**config.mk**
```make
export PLATFORM = sky130hd
export DESIGN_NAME = std_nbdcache_data_port
export DESIGN_NICKNAME = d
export VERILOG_FILES = /design/src/rtl/std_nbdcache_data_port_pkg.sv /design/src/rtl/std_nbdcache_data_port_resp_fifo.sv /design/src/rtl/std_nbdcache_data_port.sv
export SDC_FILE = /design/constraint.sdc
export NUM_CORES = 1
export LEC_CHECK = 0
export ABC_AREA = 1
export BUFFER_PORTS_ARGS = -buffer_cell sky130_fd_sc_hd__buf_2
export CAP_MARGIN = 20
export CORE_AREA = 2 2 223 225
export CTS_BUF_LIST = sky130_fd_sc_hd__clkbuf_8
export DETAILED_ROUTE_END_ITERATION = 16
export DIE_AREA = 0 0 225 227
export MAX_ROUTING_LAYER = met4
export SETUP_SLACK_MARGIN = 0.4
export SLEW_MARGIN = 10
export SYNTH_ARGS = -nofsm -noshare
export SYNTH_HDL_FRONTEND = slang
export SYNTH_SLANG_ARGS = --single-unit
```
**constraint.sdc**
```tcl
create_clock -name clk_i -period 12.6 [get_ports clk_i]
set_input_delay 2.52 -clock clk_i [delete_from_list [all_inputs] [get_ports clk_i]]
set_output_delay 2.52 -clock clk_i [all_outputs]
set_load 0.02 [all_outputs]
```
**src/rtl/std_nbdcache_data_port_pkg.sv**
```systemverilog
// ---------------------------------------------------------------------------
// std_nbdcache_data_port_pkg
//   Shared types and width helpers for the D-cache data-array request port.
//   - state_e      : controller state (array sweep vs. normal operation)
//   - idx_width()  : index width for an N-entry structure, never below 1 bit
//   - be_width()   : number of byte enables covering a data word
//   - cnt_width()  : width of an occupancy counter that must reach N
// ---------------------------------------------------------------------------
package std_nbdcache_data_port_pkg;

    typedef enum logic {
        STATE_INIT,
        STATE_READY
    } state_e;

    function automatic int idx_width(input int n);
        return (n > 1) ? $clog2(n) : 1;
    endfunction

    function automatic int be_width(input int data_width, input int byte_width);
        return (data_width + byte_width - 1) / byte_width;
    endfunction

    function automatic int cnt_width(input int n);
        return $clog2(n + 1);
    endfunction

endpackage

```
**src/rtl/std_nbdcache_data_port_resp_fifo.sv**
```systemverilog
// ---------------------------------------------------------------------------
// std_nbdcache_data_port_resp_fifo
//   Small synchronous FIFO holding read responses until the consumer takes
//   them. Push and pop in the same cycle is legal, including when full.
//
// Ports
//   clk_i, rst_i   clock, asynchronous active-high reset (empties the FIFO)
//   push_i/data_i  write one entry (ignored when full and not popping)
//   pop_i/data_o   head entry; pop_i removes it (ignored when empty)
//   count_o        current occupancy, 0..Depth
//   full_o/empty_o occupancy flags
// ---------------------------------------------------------------------------
module std_nbdcache_data_port_resp_fifo
    import std_nbdcache_data_port_pkg::*;
#(
    parameter int   Width    = 8,
    parameter int   Depth    = 2,
    localparam int  CntWidth = cnt_width(Depth)
) (
    input  logic                clk_i,
    input  logic                rst_i,
    input  logic                push_i,
    input  logic [Width-1:0]    data_i,
    input  logic                pop_i,
    output logic [Width-1:0]    data_o,
    output logic [CntWidth-1:0] count_o,
    output logic                full_o,
    output logic                empty_o
);

    localparam int                PtrWidth = idx_width(Depth);
    localparam logic [PtrWidth-1:0] LastPtr = PtrWidth'(Depth - 1);

    logic [Width-1:0]    mem_q [Depth];
    logic [PtrWidth-1:0] wr_ptr_q;
    logic [PtrWidth-1:0] rd_ptr_q;
    logic [CntWidth-1:0] count_q;
    logic                do_push;
    logic                do_pop;

    assign full_o  = (count_q == CntWidth'(Depth));
    assign empty_o = (count_q == '0);
    assign do_pop  = pop_i && !empty_o;
    assign do_push = push_i && (!full_o || do_pop);

    // NOTE: storage has no reset; only pointers and count need a defined
    // value, and leaving the array unreset keeps it a plain register file.
    always_ff @(posedge clk_i) begin
        if (do_push) begin
            mem_q[wr_ptr_q] <= data_i;
        end
    end

    // NOTE: sequential state uses non-blocking assignments so every register
    // samples pre-edge values regardless of statement order.
    always_ff @(posedge clk_i or posedge rst_i) begin
        if (rst_i) begin
            wr_ptr_q <= '0;
            rd_ptr_q <= '0;
            count_q  <= '0;
        end else begin
            if (do_push) begin
                wr_ptr_q <= (wr_ptr_q == LastPtr) ? '0 : wr_ptr_q + 1'b1;
            end
            if (do_pop) begin
                rd_ptr_q <= (rd_ptr_q == LastPtr) ? '0 : rd_ptr_q + 1'b1;
            end
            if (do_push && !do_pop) begin
                count_q <= count_q + 1'b1;
            end else if (!do_push && do_pop) begin
                count_q <= count_q - 1'b1;
            end
        end
    end

    assign data_o  = mem_q[rd_ptr_q];
    assign count_o = count_q;

endmodule

```
**src/rtl/std_nbdcache_data_port.sv**
```systemverilog
// ---------------------------------------------------------------------------
// std_nbdcache_data_port
//   Request-side controller for the multi-way D-cache data array. Accepts
//   read/write requests over valid/ready, drives the per-way single-port
//   SRAM interface (read latency 1) and returns read data through a
//   credit-protected response FIFO.
//
// Build option
//   STD_NBDCACHE_DATA_PORT_INIT_EN : when defined, every reset is followed by
//   a NumWords-cycle sweep writing zero to all ways; requests are refused and
//   init_done_o stays low until it completes. When undefined the block is
//   ready straight out of reset and init_done_o is tied high.
//
// Ports
//   clk_i, rst_i          clock, asynchronous active-high reset
//   req_*                 request channel (valid/ready, we, way mask, addr,
//                         wdata, byte enables)
//   resp_*                read response channel (valid/ready, originating
//                         way mask, per-way data zeroed for unmasked ways)
//   sram_req_o            per-way SRAM select
//   sram_we_o/addr/wdata/be  command shared by all ways
//   sram_rdata_i          per-way read data, one cycle after the request
//   init_done_o           array usable
// ---------------------------------------------------------------------------
module std_nbdcache_data_port
    import std_nbdcache_data_port_pkg::*;
#(
    parameter int  NumWords  = 1024,
    parameter int  DataWidth = 128,
    parameter int  ByteWidth = 8,
    parameter int  WAY_COUNT = 1,
    parameter int  RespDepth = 2,
    localparam int AddrWidth = idx_width(NumWords),
    localparam int BeWidth   = be_width(DataWidth, ByteWidth)
) (
    input  logic                                clk_i,
    input  logic                                rst_i,
    input  logic                                req_valid_i,
    output logic                                req_ready_o,
    input  logic                                req_we_i,
    input  logic [WAY_COUNT-1:0]                req_way_mask_i,
    input  logic [AddrWidth-1:0]                req_addr_i,
    input  logic [DataWidth-1:0]                req_wdata_i,
    input  logic [BeWidth-1:0]                  req_be_i,
    output logic                                resp_valid_o,
    input  logic                                resp_ready_i,
    output logic [WAY_COUNT-1:0]                resp_way_mask_o,
    output logic [WAY_COUNT-1:0][DataWidth-1:0] resp_rdata_o,
    output logic [WAY_COUNT-1:0]                sram_req_o,
    output logic                                sram_we_o,
    output logic [AddrWidth-1:0]                sram_addr_o,
    output logic [DataWidth-1:0]                sram_wdata_o,
    output logic [BeWidth-1:0]                  sram_be_o,
    input  logic [WAY_COUNT-1:0][DataWidth-1:0] sram_rdata_i,
    output logic                                init_done_o
);

    // Entry layout depends on module parameters, so it lives here.
    typedef struct packed {
        logic [WAY_COUNT-1:0]                way_mask;
        logic [WAY_COUNT-1:0][DataWidth-1:0] rdata;
    } resp_entry_t;

    localparam int CntWidth = cnt_width(RespDepth);

    state_e                 state;
    logic [AddrWidth-1:0]   sweep_addr;

    // ------------------------------------------------------------------
    // Optional zero-initialisation sweep
    // ------------------------------------------------------------------
`ifdef STD_NBDCACHE_DATA_PORT_INIT_EN
    localparam logic [AddrWidth-1:0] LastAddr = AddrWidth'(NumWords - 1);

    state_e               state_q, state_d;
    logic [AddrWidth-1:0] init_addr_q, init_addr_d;

    always_ff @(posedge clk_i or posedge rst_i) begin
        if (rst_i) begin
            state_q     <= STATE_INIT;
            init_addr_q <= '0;
        end else begin
            state_q     <= state_d;
            init_addr_q <= init_addr_d;
        end
    end

    // NOTE: every signal written here gets a default first, so no path
    // leaves it unassigned and no latch is inferred.
    always_comb begin
        state_d     = state_q;
        init_addr_d = init_addr_q;
        case (state_q)
            STATE_INIT: begin
                if (init_addr_q == LastAddr) begin
                    state_d     = STATE_READY;
                    init_addr_d = '0;
                end else begin
                    init_addr_d = init_addr_q + 1'b1;
                end
            end
            default: ;
        endcase
    end

    assign state       = state_q;
    assign sweep_addr  = init_addr_q;
    assign init_done_o = (state_q == STATE_READY);
`else
    assign state       = STATE_READY;
    assign sweep_addr  = '0;
    assign init_done_o = 1'b1;
`endif

    // ------------------------------------------------------------------
    // Request acceptance with response-buffer credit
    // ------------------------------------------------------------------
    logic                 pending_q;
    logic [WAY_COUNT-1:0] pending_mask_q;
    logic [CntWidth-1:0]  fifo_count;
    logic                 fifo_full;
    logic                 fifo_empty;
    logic                 fifo_pop;
    logic                 read_credit;
    logic                 req_accept;
    logic                 read_accept;
    resp_entry_t          push_entry;
    resp_entry_t          head_entry;

    assign resp_valid_o = !fifo_empty;
    assign fifo_pop     = resp_valid_o && resp_ready_i;

    // A read issued now lands in the FIFO next cycle; it may go only if the
    // occupancy after this cycle's push (last read) and pop leaves room.
    assign read_credit = (int'(fifo_count) + int'(pending_q) - int'(fifo_pop)) < RespDepth;

    assign req_ready_o = !rst_i && (state == STATE_READY) && (req_we_i || read_credit);
    assign req_accept  = req_valid_i && req_ready_o;
    assign read_accept = req_accept && !req_we_i;

    // ------------------------------------------------------------------
    // SRAM command
    // ------------------------------------------------------------------
    always_comb begin
        sram_req_o   = '0;
        sram_we_o    = req_we_i;
        sram_addr_o  = req_addr_i;
        sram_wdata_o = req_wdata_i;
        sram_be_o    = req_be_i;
        if (rst_i) begin
            sram_req_o = '0;
        end else if (state == STATE_INIT) begin
            sram_req_o   = '1;
            sram_we_o    = 1'b1;
            sram_addr_o  = sweep_addr;
            sram_wdata_o = '0;
            sram_be_o    = '1;
        end else if (req_accept) begin
            sram_req_o = req_way_mask_i;
        end
    end

    // ------------------------------------------------------------------
    // Read capture: one cycle after the access, data is masked and pushed
    // ------------------------------------------------------------------
    always_ff @(posedge clk_i or posedge rst_i) begin
        if (rst_i) begin
            pending_q      <= 1'b0;
            pending_mask_q <= '0;
        end else begin
            pending_q <= read_accept;
            if (read_accept) begin
                pending_mask_q <= req_way_mask_i;
            end
        end
    end

    always_comb begin
        push_entry          = '0;
        push_entry.way_mask = pending_mask_q;
        for (int w = 0; w < WAY_COUNT; w++) begin
            push_entry.rdata[w] = pending_mask_q[w] ? sram_rdata_i[w] : '0;
        end
    end

    std_nbdcache_data_port_resp_fifo #(
        .Width (($bits(resp_entry_t))),
        .Depth (RespDepth)
    ) u_resp_fifo (
        .clk_i   (clk_i),
        .rst_i   (rst_i),
        .push_i  (pending_q),
        .data_i  (push_entry),
        .pop_i   (fifo_pop),
        .data_o  (head_entry),
        .count_o (fifo_count),
        .full_o  (fifo_full),
        .empty_o (fifo_empty)
    );

    assign resp_way_mask_o = head_entry.way_mask;
    assign resp_rdata_o    = head_entry.rdata;

    // The credit check must make overflow impossible.
    assert property (@(posedge clk_i) disable iff (rst_i)
        !(pending_q && fifo_full && !fifo_pop));

endmodule

```
==> flow_metrics.tcl <==
set metrics [dict create \
    ys_seq_area_share_pct 66.0 \
    setup_ws_ps 5740 \
    cp_slowest_cell "fa_1" \
    track_usage_pct 16.7 \
    grt_first_pass_wirelength_um 57600 \
    grt.overflow.total 0 \
    min_period_ps 6860 \
    p_sw_share_pct 38.8 \
    p_clk_share_pct 28.0 \
    numCtsBuffers 47 \
    root_buffer "clkbuf_8" \
    synth_largest_area_cell "edfxtp_1" \
    die_y_um 227 \
    tns_ps 0 \
    crit_fanout 4 \
    cts_hold_buf 0 \
    port_buffers 266 \
    drt_iter0_markers 380 \
    arrival_ps 4340 \
    synth.top_cells.by_area "edfxtp_1 65%, nand2_1 16%, buf_4 9.8%, inv_1 4.3%, buf_2 1.6%" \
    ys_types 22 \
    dp.cells 1851 \
    syn_avg_cell_area_um2 10.4 \
    synth-main-ff-cell "edfxtp_1" \
    cts_setup_buffers 0 \
    num_vias 7865 \
    instances_no_fill 1940 \
    grt_pass1_vias 7805 \
    detailedRoute.firstPassIterationCount 4 \
    layout-drive-gt1-share_pct 26.6 \
    worst_pin_slew_ps 961 \
    avgViaCountPerCell 4.05 \
    synth_warnings 0 \
    htreeDepth 2 \
    cts_tree "done" \
    cp_data_required_time_ps 10080 \
    p_per_area_nw_per_um2 220 \
    setup_violations 0 \
    critPathTopFamily "adder cells" \
    finalNetCount 1571 \
    worstSetupStartpointType "input pin" \
    path_buf_inv 5 \
    total_power_w 0.00303 \
    grt_max_degree 85 \
    initial_utilization_pct 24.6 \
    synth_edf_count 258 \
    finalClockSkew_ps 8.38 \
    yosysTopAreaCellShare_pct 64.7 \
    die_width_um 225 \
    antenna_found_initial 5 \
    syn-cell-area_um2 12000 \
    critPathKind "input pin to output pin" \
    p_comb_share_pct 34.0 \
    clock_latency_ps 580 \
    leakage_nw 6.73 \
    synthMuxAreaShare_pct 0 \
    slew_headroom_pct 35.9 \
    cts_resized 0 \
    synthSimpleGateAreaFrac_pct 17.1 \
    max_stage_delay_ps 490 \
    maxCapViolations 0 \
    drc 0 \
    cts_sinks 264 \
    cts_max_path_buffers 3 \
    peakVddDrop_v 0.000133 \
    nFillCells 5091 \
    p_int_w 0.00186 \
    io_pins 576 \
    hp-class "register to register" \
    final_antenna_net_count 0 \
    synth_nets 1446 \
    async_flop_share_pct 2.27 \
    regArea_um2 7910 \
    status "complete, no violations" \
    wl_per_cell_um 22.5 \
    globalplace.congestion 0.852 \
    synthToLayoutAreaGrowth_pct 15.3 \
    die_area_um2 51100 \
    synth_compound_area_share_pct 0.125 \
    synthAdderAreaFrac_pct 0.586 \
    core_um2 48500 \
    synth_top_family_by_area "simple AND/OR/NAND/NOR gates" \
    synth-seq-cells 264 \
    path_cells "buf_2 > nand2_4 > inv_1 > ha_1 > inv_1 > nand2_1 > fa_1 > nand3_1 > nand3_1 > nand2_1 > inv_1 > nand2_1 > nor2_1 > buf_2" \
    multi_input_area_um2 2170 \
    crit_path_end_kind "output pin" \
    p_seq_share_pct 37.9 \
    clkTransAtPathRegs_ps 60 \
    drv_slew 0 \
    drt_wl_total_um 43600 \
    hold_violations 0 \
    place_ws_ps 5750 \
    fin_crit_sh_pct 54.4 \
    rows 81 \
    synth_xor_area_share_pct 0.220 \
    hpwl_um 33000 \
    fmax_mhz 146 \
    rsz0062_at_grt "false" \
    syn_inst 1153 \
    p_sw_w 0.00117 \
]
==> cell families after synthesis <==
family / count (synthesis)
adder cells (fa/ha/maj): 5
buffers and inverters: 340
XOR/XNOR: 3
flip-flops: 264
other: 1
AO/OA/AOI/OAI: 3
AND/OR/NAND/NOR: 537
==> sequential cells by signal, summed over array words and instances, names as in the netlist <==
signal                flops
u_resp_fifo.mem_q       258
u_resp_fifo.wr_ptr_q      1
u_resp_fifo.rd_ptr_q      1
pending_mask_q            1
pending_q                 1
u_resp_fifo.count_o       2
==> synth_stat cells, drive strengths merged, types with 2 or more instances <==
cell,count
nand2,526
edfxtp,258
buf,194
inv,142
dfrtp,6
nor2,6
clkbuf,4
ha,4
nand3,4
o21ai,2
xor2,2
==> layout by cell type, fill, tap and decap left out <==
cell type	synthesis	layout
bufinv_16	0	6
diode_2	0	5
nand3_1	4	4
inv_1	138	147
buf_2	38	266
inv_4	0	1
dfrtp_1	6	4
dfrtp_4	0	2
clkinv_2	0	4
a21oi_1	1	1
nand2_2	1	1
nand4_1	1	1
buf_4	156	8
edfxtp_1	258	258
xnor2_1	1	1
o21ai_1	1	1
inv_2	4	3
conb_1	1	1
xor2_1	2	2
o21ai_0	1	1
fa_1	1	1
nor2_1	5	4
nor2_4	0	2
nand2_4	2	2
clkinvlp_4	0	3
ha_1	4	4
nand2_1	523	523
clkbuf_8	0	51
clkinv_1	0	11
==> power by group through the flow <==
stage | clock, W | sequential (W) | combinational (W)
after detailed placement | 0 | 0.00117 | 0.00106
after global routing | 0.000915 | 0.00116 | 0.00114
final | 0.000850 | 0.00115 | 0.00103
after global placement | 0 | 0.00117 | 0.00104
after CTS | 0.000884 | 0.00115 | 0.00106
after floorplan | 0 | 0.00113 | 0.000769
==> worst reg2reg max path, stage by stage, from the launching register on <==
cell     delay (ps)
dfrtp_1         470
inv_2           110
nand2_4          80
nand2_4          60
nand3_1          80
nand2_2         110
nor2_4          530
buf_4           790
==> worst paths after layout <==
path / slack [ps] / endpoint / depth (start not counted) / from
setup / recovery: 5740 / sram_req_o / 14 / resp_ready_i
hold / removal: 490 / u_resp_fifo.count_o[0]$_DFFE_PP0P_ / 1 / u_resp_fifo.count_o[0]$_DFFE_PP0P_
setup reg to reg: 9890 / u_resp_fifo.mem_q[1][60]$_DFFE_PP_ / 7 / u_resp_fifo.count_o[1]$_DFFE_PP0P_
hold reg to reg: 490 / u_resp_fifo.count_o[0]$_DFFE_PP0P_ / 1 / u_resp_fifo.count_o[0]$_DFFE_PP0P_
max in group asynchronous: 10460 / u_resp_fifo.rd_ptr_q$_DFFE_PP0P_ / 2 / rst_i
min in group asynchronous: 1880 / pending_q$_DFF_PP0_ / 2 / rst_i
==> layer usage <==
layer / GRT usage [%] / vias to the layer above / routed length [um]
met3: 14.0 / 87 / 8200
met5: - / - / 0
li1: - / 3683 / -
met2: 26.8 / 503 / 20900
met4: 6.45 / 0 / 1620
met1: 13.9 / 3592 / 12900
==> cell type report <==
class / count / area share, %
sequential: 264 / 57.3
timing repair buffer: 274 / 10.1
multi-input combinational: 549 / 15.7
inverter: 142 / 3.88
tap: 622 / 5.64
clock inverter: 33 / 2.16
antenna: 5 / 0.0907
clock buffer: 51 / 5.09
==> per-stage QoR <==
step | util (%) | instance area [um^2] | hold slack, ps
4_1_cts | 28.4 | 13800 | 488
3_5_place_dp | 26.3 | 12800 | 477
2_1_floorplan | - | 12000 | 458
3_3_place_gp | 26.3 | 12800 | 475
5_1_grt | 28.4 | 13800 | 533
6_report | 28.4 | 13800 | 489
Note: power is estimated with default switching activity, not from simulation.
